<file path="src/rtl/writeback_arbiter_if.sv">
// ----------------------------------------------------------------------------
// writeback_arbiter_if
// Bundles the four functional-unit writeback sources and the three broadcast
// writeback lanes seen by writeback_arbiter.
//
//   src_en      [3:0]   per-source writeback valid pulse
//   src_vregid  [19:0]  5-bit ROB tag per source (source i at [5i+4:5i])
//   src_dest    [19:0]  5-bit architectural destination per source
//   src_val     [127:0] 32-bit result per source (source i at [32i+31:32i])
//   src_stall   [3:0]   per-source almost-full hint back to the sources
//   overflow    [3:0]   sticky per-source drop flag
//   wbN_en/vregid/dest/val  broadcast lane N (N = 1..3)
//
// master: the producer side (functional units / testbench).
// slave : the arbiter.
// ----------------------------------------------------------------------------
interface writeback_arbiter_if;
    logic [3:0]   src_en;
    logic [19:0]  src_vregid;
    logic [19:0]  src_dest;
    logic [127:0] src_val;
    logic [3:0]   src_stall;
    logic [3:0]   overflow;

    logic         wb1_en;
    logic [4:0]   wb1_vregid;
    logic [4:0]   wb1_dest;
    logic [31:0]  wb1_val;
    logic         wb2_en;
    logic [4:0]   wb2_vregid;
    logic [4:0]   wb2_dest;
    logic [31:0]  wb2_val;
    logic         wb3_en;
    logic [4:0]   wb3_vregid;
    logic [4:0]   wb3_dest;
    logic [31:0]  wb3_val;

    modport master (
        output src_en, src_vregid, src_dest, src_val,
        input  src_stall, overflow,
        input  wb1_en, wb1_vregid, wb1_dest, wb1_val,
        input  wb2_en, wb2_vregid, wb2_dest, wb2_val,
        input  wb3_en, wb3_vregid, wb3_dest, wb3_val
    );

    modport slave (
        input  src_en, src_vregid, src_dest, src_val,
        output src_stall, overflow,
        output wb1_en, wb1_vregid, wb1_dest, wb1_val,
        output wb2_en, wb2_vregid, wb2_dest, wb2_val,
        output wb3_en, wb3_vregid, wb3_dest, wb3_val
    );
endinterface

</file>
<file path="src/rtl/writeback_arbiter.sv">
// ----------------------------------------------------------------------------
// writeback_arbiter
// Collects single-cycle writeback pulses from ALU/MUL/DIV/LSU into per-source
// FIFOs and arbitrates them round-robin onto three registered broadcast lanes.
// An idle source with an empty FIFO bypasses straight to a lane.
//
//   i_clk    system clock, rising edge
//   i_rst_n  asynchronous active-low reset
//   i_flush  synchronous flush: empties FIFOs, clears lanes and rr pointer
//   io_bus   writeback_arbiter_if.slave (sources in, lanes/status out)
// ----------------------------------------------------------------------------
module writeback_arbiter #(
    parameter int unsigned FIFO_DEPTH = 4,
    parameter int unsigned N_SRC      = 4
) (
    input  logic                  i_clk,
    input  logic                  i_rst_n,
    input  logic                  i_flush,
    writeback_arbiter_if.slave    io_bus
);

    localparam int unsigned PW = $clog2(FIFO_DEPTH);
    localparam int unsigned CW = $clog2(FIFO_DEPTH + 1);
    localparam int unsigned SW = $clog2(N_SRC);
    localparam int unsigned DW = 42;  // {vregid[4:0], dest[4:0], val[31:0]}
    localparam int unsigned NL = 3;
    localparam logic [CW-1:0] DEPTH_C = CW'(FIFO_DEPTH);

    typedef logic [DW-1:0] payload_t;

    // State
    payload_t        r_mem     [N_SRC][FIFO_DEPTH];
    logic [PW-1:0]   r_rd_ptr  [N_SRC];
    logic [PW-1:0]   r_wr_ptr  [N_SRC];
    logic [CW-1:0]   r_count   [N_SRC];
    logic [SW-1:0]   r_rr_ptr;
    logic [N_SRC-1:0] r_overflow;
    logic [NL-1:0]   r_wb_en;
    payload_t        r_wb_data [NL];

    // Combinational
    payload_t        w_in_data   [N_SRC];
    payload_t        w_cand_data [N_SRC];
    logic [N_SRC-1:0] w_nonempty;
    logic [N_SRC-1:0] w_cand_vld;
    logic [N_SRC-1:0] w_gnt;
    logic [N_SRC-1:0] w_pop;
    logic [N_SRC-1:0] w_push;
    logic [N_SRC-1:0] w_drop;
    logic [NL-1:0]   w_lane_vld;
    payload_t        w_lane_data [NL];
    logic [SW-1:0]   w_rr_next;

    // Candidate per source: FIFO head first, else the incoming pulse.
    always_comb begin
        for (int i = 0; i < N_SRC; i++) begin
            w_in_data[i]   = {io_bus.src_vregid[5*i +: 5], io_bus.src_dest[5*i +: 5],
                              io_bus.src_val[32*i +: 32]};
            w_nonempty[i]  = (r_count[i] != '0);
            w_cand_vld[i]  = w_nonempty[i] | io_bus.src_en[i];
            w_cand_data[i] = w_nonempty[i] ? r_mem[i][r_rd_ptr[i]] : w_in_data[i];
        end
    end

    // Round-robin scan from r_rr_ptr; the first three candidates fill lanes 1..3.
    always_comb begin
        logic [1:0]    v_lane;
        logic [SW-1:0] v_idx;
        v_lane      = '0;
        v_idx       = '0;
        w_gnt       = '0;
        w_lane_vld  = '0;
        w_lane_data = '{default: '0};
        w_rr_next   = r_rr_ptr;
        for (int k = 0; k < N_SRC; k++) begin
            v_idx = r_rr_ptr + SW'(k);
            if (w_cand_vld[v_idx] && (v_lane < 2'(NL))) begin
                w_gnt[v_idx]        = 1'b1;
                w_lane_vld[v_lane]  = 1'b1;
                w_lane_data[v_lane] = w_cand_data[v_idx];
                w_rr_next           = v_idx + SW'(1);
                v_lane              = v_lane + 2'd1;
            end
        end
    end

    // FIFO control. A granted bypass is consumed; any other pulse is queued,
    // and a full FIFO only accepts it if the head leaves in the same cycle.
    always_comb begin
        logic v_push_req;
        v_push_req = 1'b0;
        for (int i = 0; i < N_SRC; i++) begin
            w_pop[i]   = w_gnt[i] & w_nonempty[i];
            v_push_req = io_bus.src_en[i] & ~(w_gnt[i] & ~w_nonempty[i]);
            w_push[i]  = v_push_req & ((r_count[i] != DEPTH_C) | w_pop[i]);
            w_drop[i]  = v_push_req & (r_count[i] == DEPTH_C) & ~w_pop[i];
            io_bus.src_stall[i] = (r_count[i] >= DEPTH_C - CW'(1));
        end
    end

    always_ff @(posedge i_clk or negedge i_rst_n) begin
        if (!i_rst_n) begin
            for (int i = 0; i < N_SRC; i++) begin
                r_rd_ptr[i] <= '0;
                r_wr_ptr[i] <= '0;
                r_count[i]  <= '0;
            end
            r_rr_ptr   <= '0;
            r_overflow <= '0;
            r_wb_en    <= '0;
            r_wb_data  <= '{default: '0};
        end else if (i_flush) begin
            // Overflow is sticky across flushes; lane payloads simply hold.
            for (int i = 0; i < N_SRC; i++) begin
                r_rd_ptr[i] <= '0;
                r_wr_ptr[i] <= '0;
                r_count[i]  <= '0;
            end
            r_rr_ptr <= '0;
            r_wb_en  <= '0;
        end else begin
            for (int i = 0; i < N_SRC; i++) begin
                if (w_pop[i]) begin
                    r_rd_ptr[i] <= r_rd_ptr[i] + PW'(1);
                end
                if (w_push[i]) begin
                    r_wr_ptr[i] <= r_wr_ptr[i] + PW'(1);
                end
                if (w_push[i] && !w_pop[i]) begin
                    r_count[i] <= r_count[i] + CW'(1);
                end else if (!w_push[i] && w_pop[i]) begin
                    r_count[i] <= r_count[i] - CW'(1);
                end
            end
            r_overflow <= r_overflow | w_drop;
            r_rr_ptr   <= w_rr_next;
            r_wb_en    <= w_lane_vld;
            for (int l = 0; l < NL; l++) begin
                if (w_lane_vld[l]) begin
                    r_wb_data[l] <= w_lane_data[l];
                end
            end
        end
    end

    // Storage needs no reset: occupancy is tracked by r_count alone.
    always_ff @(posedge i_clk) begin
        if (!i_flush) begin
            for (int i = 0; i < N_SRC; i++) begin
                if (w_push[i]) begin
                    r_mem[i][r_wr_ptr[i]] <= w_in_data[i];
                end
            end
        end
    end

    assign io_bus.overflow   = r_overflow;
    assign io_bus.wb1_en     = r_wb_en[0];
    assign io_bus.wb1_vregid = r_wb_data[0][41:37];
    assign io_bus.wb1_dest   = r_wb_data[0][36:32];
    assign io_bus.wb1_val    = r_wb_data[0][31:0];
    assign io_bus.wb2_en     = r_wb_en[1];
    assign io_bus.wb2_vregid = r_wb_data[1][41:37];
    assign io_bus.wb2_dest   = r_wb_data[1][36:32];
    assign io_bus.wb2_val    = r_wb_data[1][31:0];
    assign io_bus.wb3_en     = r_wb_en[2];
    assign io_bus.wb3_vregid = r_wb_data[2][41:37];
    assign io_bus.wb3_dest   = r_wb_data[2][36:32];
    assign io_bus.wb3_val    = r_wb_data[2][31:0];

endmodule

</file>
<file path="src/flat_wrapper.sv">
// flat-port wrapper written by rule: the top's interface ports become plain ports
module writeback_arbiter_flat 
#(
    parameter int unsigned FIFO_DEPTH = 4,
    parameter int unsigned N_SRC      = 4
)
  (i_clk, i_rst_n, i_flush, io_bus_src_en, io_bus_src_vregid, io_bus_src_dest, io_bus_src_val, io_bus_src_stall, io_bus_overflow, io_bus_wb1_en, io_bus_wb1_vregid, io_bus_wb1_dest, io_bus_wb1_val, io_bus_wb2_en, io_bus_wb2_vregid, io_bus_wb2_dest, io_bus_wb2_val, io_bus_wb3_en, io_bus_wb3_vregid, io_bus_wb3_dest, io_bus_wb3_val);
  writeback_arbiter_if io_bus_i ();
  input  logic i_clk;
  input  logic i_rst_n;
  input  logic i_flush;
  input wire logic [$bits(io_bus_i.src_en)-1:0] io_bus_src_en;
  input wire logic [$bits(io_bus_i.src_vregid)-1:0] io_bus_src_vregid;
  input wire logic [$bits(io_bus_i.src_dest)-1:0] io_bus_src_dest;
  input wire logic [$bits(io_bus_i.src_val)-1:0] io_bus_src_val;
  output wire logic [$bits(io_bus_i.src_stall)-1:0] io_bus_src_stall;
  output wire logic [$bits(io_bus_i.overflow)-1:0] io_bus_overflow;
  output wire logic [$bits(io_bus_i.wb1_en)-1:0] io_bus_wb1_en;
  output wire logic [$bits(io_bus_i.wb1_vregid)-1:0] io_bus_wb1_vregid;
  output wire logic [$bits(io_bus_i.wb1_dest)-1:0] io_bus_wb1_dest;
  output wire logic [$bits(io_bus_i.wb1_val)-1:0] io_bus_wb1_val;
  output wire logic [$bits(io_bus_i.wb2_en)-1:0] io_bus_wb2_en;
  output wire logic [$bits(io_bus_i.wb2_vregid)-1:0] io_bus_wb2_vregid;
  output wire logic [$bits(io_bus_i.wb2_dest)-1:0] io_bus_wb2_dest;
  output wire logic [$bits(io_bus_i.wb2_val)-1:0] io_bus_wb2_val;
  output wire logic [$bits(io_bus_i.wb3_en)-1:0] io_bus_wb3_en;
  output wire logic [$bits(io_bus_i.wb3_vregid)-1:0] io_bus_wb3_vregid;
  output wire logic [$bits(io_bus_i.wb3_dest)-1:0] io_bus_wb3_dest;
  output wire logic [$bits(io_bus_i.wb3_val)-1:0] io_bus_wb3_val;
  assign io_bus_i.src_en = io_bus_src_en;
  assign io_bus_i.src_vregid = io_bus_src_vregid;
  assign io_bus_i.src_dest = io_bus_src_dest;
  assign io_bus_i.src_val = io_bus_src_val;
  assign io_bus_src_stall = io_bus_i.src_stall;
  assign io_bus_overflow = io_bus_i.overflow;
  assign io_bus_wb1_en = io_bus_i.wb1_en;
  assign io_bus_wb1_vregid = io_bus_i.wb1_vregid;
  assign io_bus_wb1_dest = io_bus_i.wb1_dest;
  assign io_bus_wb1_val = io_bus_i.wb1_val;
  assign io_bus_wb2_en = io_bus_i.wb2_en;
  assign io_bus_wb2_vregid = io_bus_i.wb2_vregid;
  assign io_bus_wb2_dest = io_bus_i.wb2_dest;
  assign io_bus_wb2_val = io_bus_i.wb2_val;
  assign io_bus_wb3_en = io_bus_i.wb3_en;
  assign io_bus_wb3_vregid = io_bus_i.wb3_vregid;
  assign io_bus_wb3_dest = io_bus_i.wb3_dest;
  assign io_bus_wb3_val = io_bus_i.wb3_val;
  writeback_arbiter #(.FIFO_DEPTH(FIFO_DEPTH), .N_SRC(N_SRC)) u_core (.i_clk(i_clk), .i_rst_n(i_rst_n), .i_flush(i_flush), .io_bus(io_bus_i));
endmodule
</file>
<file path="config.mk">
export PLATFORM = sky130hd
export DESIGN_NAME = writeback_arbiter_flat
export DESIGN_NICKNAME = d
export VERILOG_FILES = /design/src/rtl/writeback_arbiter_if.sv /design/src/rtl/writeback_arbiter.sv /design/src/flat_wrapper.sv
export SDC_FILE = /design/constraint.sdc
export NUM_CORES = 1
export LEC_CHECK = 0
export BUFFER_PORTS_ARGS = -buffer_cell sky130_fd_sc_hd__buf_2
export CAP_MARGIN = 20
export CELL_PAD_IN_SITES_DETAIL_PLACEMENT = 0
export CELL_PAD_IN_SITES_GLOBAL_PLACEMENT = 2
export CORE_AREA = 4 4 370 281
export DETAILED_ROUTE_END_ITERATION = 7
export DIE_AREA = 0 0 374 285
export HOLD_SLACK_MARGIN = 0.02
export PLACE_DENSITY = 0.77
export SKIP_CTS_REPAIR_TIMING = 1
export SLEW_MARGIN = 40
export SYNTH_ARGS = -nofsm -noshare
export SYNTH_HDL_FRONTEND = slang
export SYNTH_SLANG_ARGS = --single-unit
</file>
<file path="constraint.sdc">
create_clock -name i_clk -period 8 [get_ports i_clk]
set_clock_uncertainty 0.05 [all_clocks]
set_input_delay 2.4 -clock i_clk [delete_from_list [all_inputs] [get_ports i_clk]]
set_output_delay 2.4 -clock i_clk [all_outputs]
set_load 0.005 [all_outputs]
</file>
==> impl_metrics.ini, run 1 <==
[worst_setup_path]
required_ns = 8.26
worstPathArrival_ns = 6.68
end_kind = register
cp-start-kind = input port
path_class = input port to register
worstPathMaxFanout = 42
reg2regPathDepth = 14

[place]
place_inst = 4059
io_buffers = 311
finalWeightedCongestion = 0.8496
placed_cell_area_mm2 = 0.04312
dp_hpwl_mm = 88.84

[pwr]
seq_power_share = 0.274
p_sw_frac = 0.4328
clock_power_share = 0.181
p_int_w = 0.01250
powerDensity_mw_per_mm2 = 478.4
p_leak_nw = 16.49
combPwrFrac = 0.544
power_switching_w = 0.009535
fin_total_pwr_w = 0.02203
ir_worst_vdd_uv = 392.7

[sta]
fin_crit_sh = 0.8031
max_freq_ghz = 0.1557
setup_viol_count_final = 0
rsz0062_at_grt = false
slew_headroom = 0.3647
finalHoldViolCount = 0
drv_slew = 0
period_minus_slack_ns = 6.425
fin_tns_setup_ns = 0
worst_pin_slew_ns = 0.9264

[drt]
drtIter0Drc = 2963
wl_per_cell_um = 30.06
drt_first_pass_iters = 8
final_antenna_net_count = 0
vias_per_cell = 6.038
drcViolationCount = 0
routed_wl_mm = 127.3
vias = 25580

[clock_tree]
h-tree-depth = 3
root_buffer = clkbuf_16
numCtsBuffers = 85
clk_path_buf_depth = 3
clkSinkCount = 835
cts_tree = built
clk_pin_slew_ns = 0.06
clk_latency_ns = 0.67

[grt]
grt_max_degree = 89
grt_pass1_wl_mm = 181.0
grt_pass1_vias = 25010
grt_remaining_overflow = 0
antenna_found_initial = 40
grt_usage = 0.2335

[synth]
ys.flop_type = edfxtp_1
yosysSeqAreaShare = 0.6101
synth_mux_area_frac = 0.2205
synth_seq_cells = 835
synth-simple-area-share = 0.05501
synth-compound-area-share = 0.07562
yosys.cell_types.count = 62
synth_edf_count = 672
synthCells = 2550
ys_warn_count = 0
synth_fp_nets = 2757
synth_top_family_by_area = multiplexers
synth_xor_area_frac = 0.0004406
async_flop_share = 0.1952
synthesis.area_mm2 = 0.03976
avgSynthCellArea_um2 = 15.59
synth-adder-area-share = 0.01101

[floorplanning]
ioPinCount = 312
dieArea_mm2 = 0.1066
die_w_um = 374
initial_core_util = 0.3958
die_height_um = 285
core_area_mm2 = 0.1005
num_rows = 101

[layout]
fin_cells = 4236
drive_gt1_frac = 0.3227
fin_util = 0.4584
fin_nets = 3015
area_growth_pct = 15.82
fin_area_mm2 = 0.04605

[status]
status = finished clean

[min_path]
worstHoldPathType = register to register
hold_path_depth = 1

[run]
drv_cap = 0
-- layout by cell type (no fill, tap or decap), drive strengths merged, types with 17 or more instances in the layout --
cell type	count
and2	17
a221o	71
or3	27
nor3	72
mux2	78
a41oi	25
buf	372
mux4	257
dfrtp	163
o22ai	133
nor2	46
nand2	231
diode	18
ha	27
mux2i	210
a21oi	32
edfxtp	672
inv	79
clkbuf	117
clkinv	25
nand4	21
a211o	29
-- synth_stat cells, types with 32 or more instances --
library cell | number | area, um^2
o22ai_1 | 131 | 819.5
mux2_2 | 76 | 855.8
nor2_1 | 46 | 172.7
a221o_1 | 71 | 710.7
a21oi_1 | 32 | 160.2
inv_1 | 66 | 247.7
clkbuf_1 | 143 | 536.8
mux4_2 | 257 | 5788
edfxtp_1 | 672 | 20180
nor3_1 | 72 | 360.4
dfrtp_1 | 163 | 4079
nand2_1 | 231 | 867.1
mux2i_1 | 210 | 2102
-- layer usage --
metal / global-route usage / routed length, um / vias up
met3: 0.1054 / 16150 / 196
met4: 0.05311 / 2829 / 22
li1: - / - / 10880
met5: 0 / 145 / -
met2: 0.3301 / 54320 / 1190
met1: 0.3304 / 53900 / 13290
-- cell families (layout without fill, tap and decap cells) --
kind of cell / after synthesis / in the layout
DFF: 835 / 835
adders and majority gates: 32 / 32
xor gates and xnor gates: 2 / 2
muxes: 545 / 545
and+or+nand+nor: 470 / 470
AOI/OAI and AO/OA: 392 / 392
buffers and inverters: 274 / 603
other: 0 / 18
-- per-stage QoR --
stage	setup slack (ns)	hold slack [ns]
floorplan	0.1728	0.4102
global placement	0.9505	0.4054
detailed placement	0.9117	0.4108
CTS	1.632	0.4251
global route	1.291	0.4587
finish	1.575	0.4154
-- power groups by stage --
stage | sequential [W] | clock [W] | combinational [W]
global route | 0.00610 | 0.00427 | 0.0127
detailed placement | 0.00613 | 0 | 0.0117
global placement | 0.00612 | 0 | 0.0114
CTS | 0.00604 | 0.00408 | 0.0118
finish | 0.00605 | 0.00399 | 0.0120
floorplan | 0.00587 | 0 | 0.00778
-- worst paths after layout --
kind,end,start,slack (ns)
worst min register to register,u_core.io_bus.overflow[2]$_DFFE_PN0N_,u_core.io_bus.overflow[2]$_DFFE_PN0N_,0.42
max in group asynchronous,u_core.io_bus.wb1_val[29]$_DFFE_PN0P_,i_rst_n,5.27
min in group asynchronous,u_core.io_bus.overflow[1]$_DFFE_PN0N_,i_rst_n,1.60
worst min-delay path,u_core.io_bus.overflow[2]$_DFFE_PN0N_,u_core.io_bus.overflow[2]$_DFFE_PN0N_,0.42
worst max register to register,u_core.r_mem[0][53]$_DFFE_PP_,u_core.r_rr_ptr[0]$_DFFE_PN0P_,2.35
worst max-delay path,u_core.r_mem[1][99]$_DFFE_PP_,io_bus_src_en[0],1.58
-- critical path, cell delays in order --
cell,delay (ns)
buf_2,0.16
or4_4,0.47
mux4_2,0.62
inv_2,0.34
ha_1,0.21
and3b_1,0.27
o21a_1,0.43
buf_4,0.27
o211ai_1,0.28
nand4_1,0.44
nor2_4,0.18
buf_4,0.54
-- registers in the layout, indices dropped and copies added, names as in the netlist --
signal                    flops
u_core.r_wb_en                3
u_core.io_bus.wb1_dest        5
u_core.io_bus.wb3_vregid      5
u_core.io_bus.wb2_vregid      5
u_core.io_bus.wb3_dest        5
u_core.r_wr_ptr               8
u_core.r_rd_ptr               8
u_core.io_bus.wb2_val        32
u_core.r_rr_ptr               2
u_core.io_bus.wb1_val        32
u_core.io_bus.overflow        4
u_core.r_count               12
u_core.r_mem                672
u_core.io_bus.wb1_vregid      5
u_core.io_bus.wb3_val        32
u_core.io_bus.wb2_dest        5
-- cell type report --
class	instances	area [um^2]
Fill cell	8692	54420
Sequential cell	835	24280
Multi-Input combinational cell	1441	14820
Clock buffer	116	2336
Timing Repair Buffer	373	2167
Tap cell	1339	1675
Clock inverter	42	455.4
Inverter	72	271.5
Antenna cell	18	45.04
Note: power is estimated with default switching activity, not from simulation.
==> run 2, diff against run 1 <==
==> constraint.sdc (replaced) <==
create_clock -name i_clk -period 6.05 [get_ports i_clk]
set_clock_uncertainty 0.05 [all_clocks]
set_input_delay 1.815 -clock i_clk [delete_from_list [all_inputs] [get_ports i_clk]]
set_output_delay 1.815 -clock i_clk [all_outputs]
set_load 0.005 [all_outputs]
==> run 2 against run 1 <==
Effect of this change:
- non-clock buffer count increased by 19
- cell count grew 0.31%
- sequential power up 33%
- worst setup slack worse by 0.93 ns
- power increased by 33%
- count of clock-buffer cells in the layout shrank 15
- via count up 1.8%
- critical path depth did not move
- critical endpoint is now u_core.r_count[11]$_DFFE_PN0P_
- largest cell class unchanged
==> impl_metrics.ini, run 2 (synthesis results as in run 1) <==
[layout]
final_common_cell = edfxtp_1
fin_nets = 3034
mostFrequentLayoutCells = 672 x edfxtp_1, 310 x buf_2, 257 x mux4_2
largest_reg_flops = 672
fin_cells = 4249
area_growth_pct = 16.43
drive_gt1_frac = 0.3275
fillers = 8629

[sta]
worst_pin_slew_ns = 0.9574
fin_crit_sh = 0.8934
fin_hold_ws_ns = 0.4337
finalHoldViolCount = 0
slew_headroom = 0.3435
rsz0062_at_grt = false
setup_viol_count_final = 0
drv_slew = 0
fin_tns_setup_ns = 0
period_minus_slack_ns = 5.405
max_freq_ghz = 0.1850
timing.final.ws_setup_ns = 0.6452

[pwr]
fin_total_pwr_w = 0.02935
powerDensity_mw_per_mm2 = 634.0
ir_worst_vdd_uv = 592.5
p_leak_nw = 16.63

[floorplanning]
ioPinCount = 312
core_area_mm2 = 0.1005
dieArea_mm2 = 0.1066
num_rows = 101
initial_core_util = 0.3958
die_w_um = 374
die_height_um = 285

[worst_setup_path]
cpMaxStageDelayCell = fa_1
end_kind = register
worstPathArrival_ns = 5.94
worstPathMaxFanout = 9
worst-path-buf-inv = 1
cp-start-kind = input port
crit_chain = buf_2 > or4_4 > mux4_2 > fa_1 > o21a_1 > o21a_1 > and2_1 > fa_1 > nor2b_1 > o21ai_0 > mux4_2 > nor2_1
path_class = input port to register
critPathTopFamily = multiplexers
r2r_setup_slack_ns = 1.06
max_stage_delay_ns = 0.72
required_ns = 6.58

[clock_tree]
clk_pin_slew_ns = 0.06
root_buffer = clkbuf_16
cts_tree = built
h-tree-depth = 3
clkSinkCount = 835
numCtsBuffers = 85
clk_latency_ns = 0.66
clk_path_buf_depth = 3

[status]
status = finished clean

[place]
finalWeightedCongestion = 0.8713
place_ws_ns = 0.03969
io_buffers = 311
place_inst = 4078
dp_hpwl_mm = 89.37

[drt]
wl_met2_mm = 54.98
routed.top_layer = met5
final_antenna_net_count = 0
vias_per_cell = 6.128
drt_first_pass_iters = 6
met3_length_mm = 16.36
drtIter0Drc = 2916
vias = 26040
wl_per_cell_um = 30.65
wl_met1_mm = 56.12
drcViolationCount = 0
routed_wl_mm = 130.2

[grt]
grt_pass1_wl_mm = 185.7
grt_max_degree = 88
grt_remaining_overflow = 0
antenna_found_initial = 42
grt_usage = 0.2387
grt_pass1_vias = 25270

[min_path]
worstHoldPathType = register to register

[run]
drv_cap = 0
-- run 2: cell types whose count changed in the layout (fill, tap and decap cells not counted), moves of 7 or more --
cell | previous run | this run
clkbuf_1 | 24 | 13
mux2i_2 | 37 | 29
mux2i_1 | 173 | 181
clkinv_2 | 7 | 14
buf_12 | 6 | 18
buf_4 | 44 | 56
-- run 2: worst reg2reg max path, cell delays in order (launching register included) --
cell and delay [ns]:
dfrtp_4 0.58, clkinv_2 0.23, ha_4 0.62, inv_2 0.10, mux4_2 0.38, ha_1 0.24, inv_1 0.07, a21oi_1 0.50
o21a_1 0.43, o21a_1 0.42, and2_1 0.22, fa_1 0.19, nor2b_1 0.18, o21ai_0 0.13, mux4_2 0.48, nor2_1 0.10
-- run 2: path summary, 6_finish.rpt --
check                                                           start                               endpoint  depth (start not counted)
worst max register to register         u_core.r_rr_ptr[0]$_DFFE_PN0P_         u_core.r_count[11]$_DFFE_PN0P_                         15
worst min-delay path            u_core.io_bus.overflow[0]$_DFFE_PN0N_  u_core.io_bus.overflow[0]$_DFFE_PN0N_                          1
worst max-delay path                                 io_bus_src_en[0]         u_core.r_count[11]$_DFFE_PN0P_                         12
min in group asynchronous                                     i_rst_n         u_core.r_count[10]$_DFFE_PN0P_                          1
max in group asynchronous                                     i_rst_n  u_core.io_bus.wb2_val[13]$_DFFE_PN0P_                          3
worst min register to register  u_core.io_bus.overflow[0]$_DFFE_PN0N_  u_core.io_bus.overflow[0]$_DFFE_PN0N_                          1
-- run 2: metal layers --
layer	GRT usage	vias to the layer above
met5	0	-
met4	0.04874	24
met3	0.08974	194
met2	0.3354	1316
met1	0.3539	13590
li1	-	10910
-- run 2: report_power, final --
part	leakage (nW)	internal, W	total [W]	switching (W)
Combinational	7.13	0.00630	0.0159	0.00964
Clock	1.36	0.00308	0.00536	0.00228
Sequential	8.14	0.00728	0.00806	0.000773
-- run 2: stage by stage --
step	instance area, um^2	util
after floorplan	39880	-
after global placement	43240	0.4304
after detailed placement	43320	0.4312
after CTS	46130	0.4592
after global routing	46260	0.4604
final	46290	0.4608
-- run 2: final cells by class --
type | instances | area [um^2] | area share
Timing Repair Buffer | 392 | 2445 | 0.05282
Clock buffer | 101 | 2228 | 0.04814
Tap cell | 1339 | 1675 | 0.03619
Multi-Input combinational cell | 1441 | 14760 | 0.3189
Sequential cell | 835 | 24270 | 0.5244
Antenna cell | 18 | 45.04 | 0.0009731
Clock inverter | 51 | 586.8 | 0.01268
Inverter | 72 | 274.0 | 0.005919
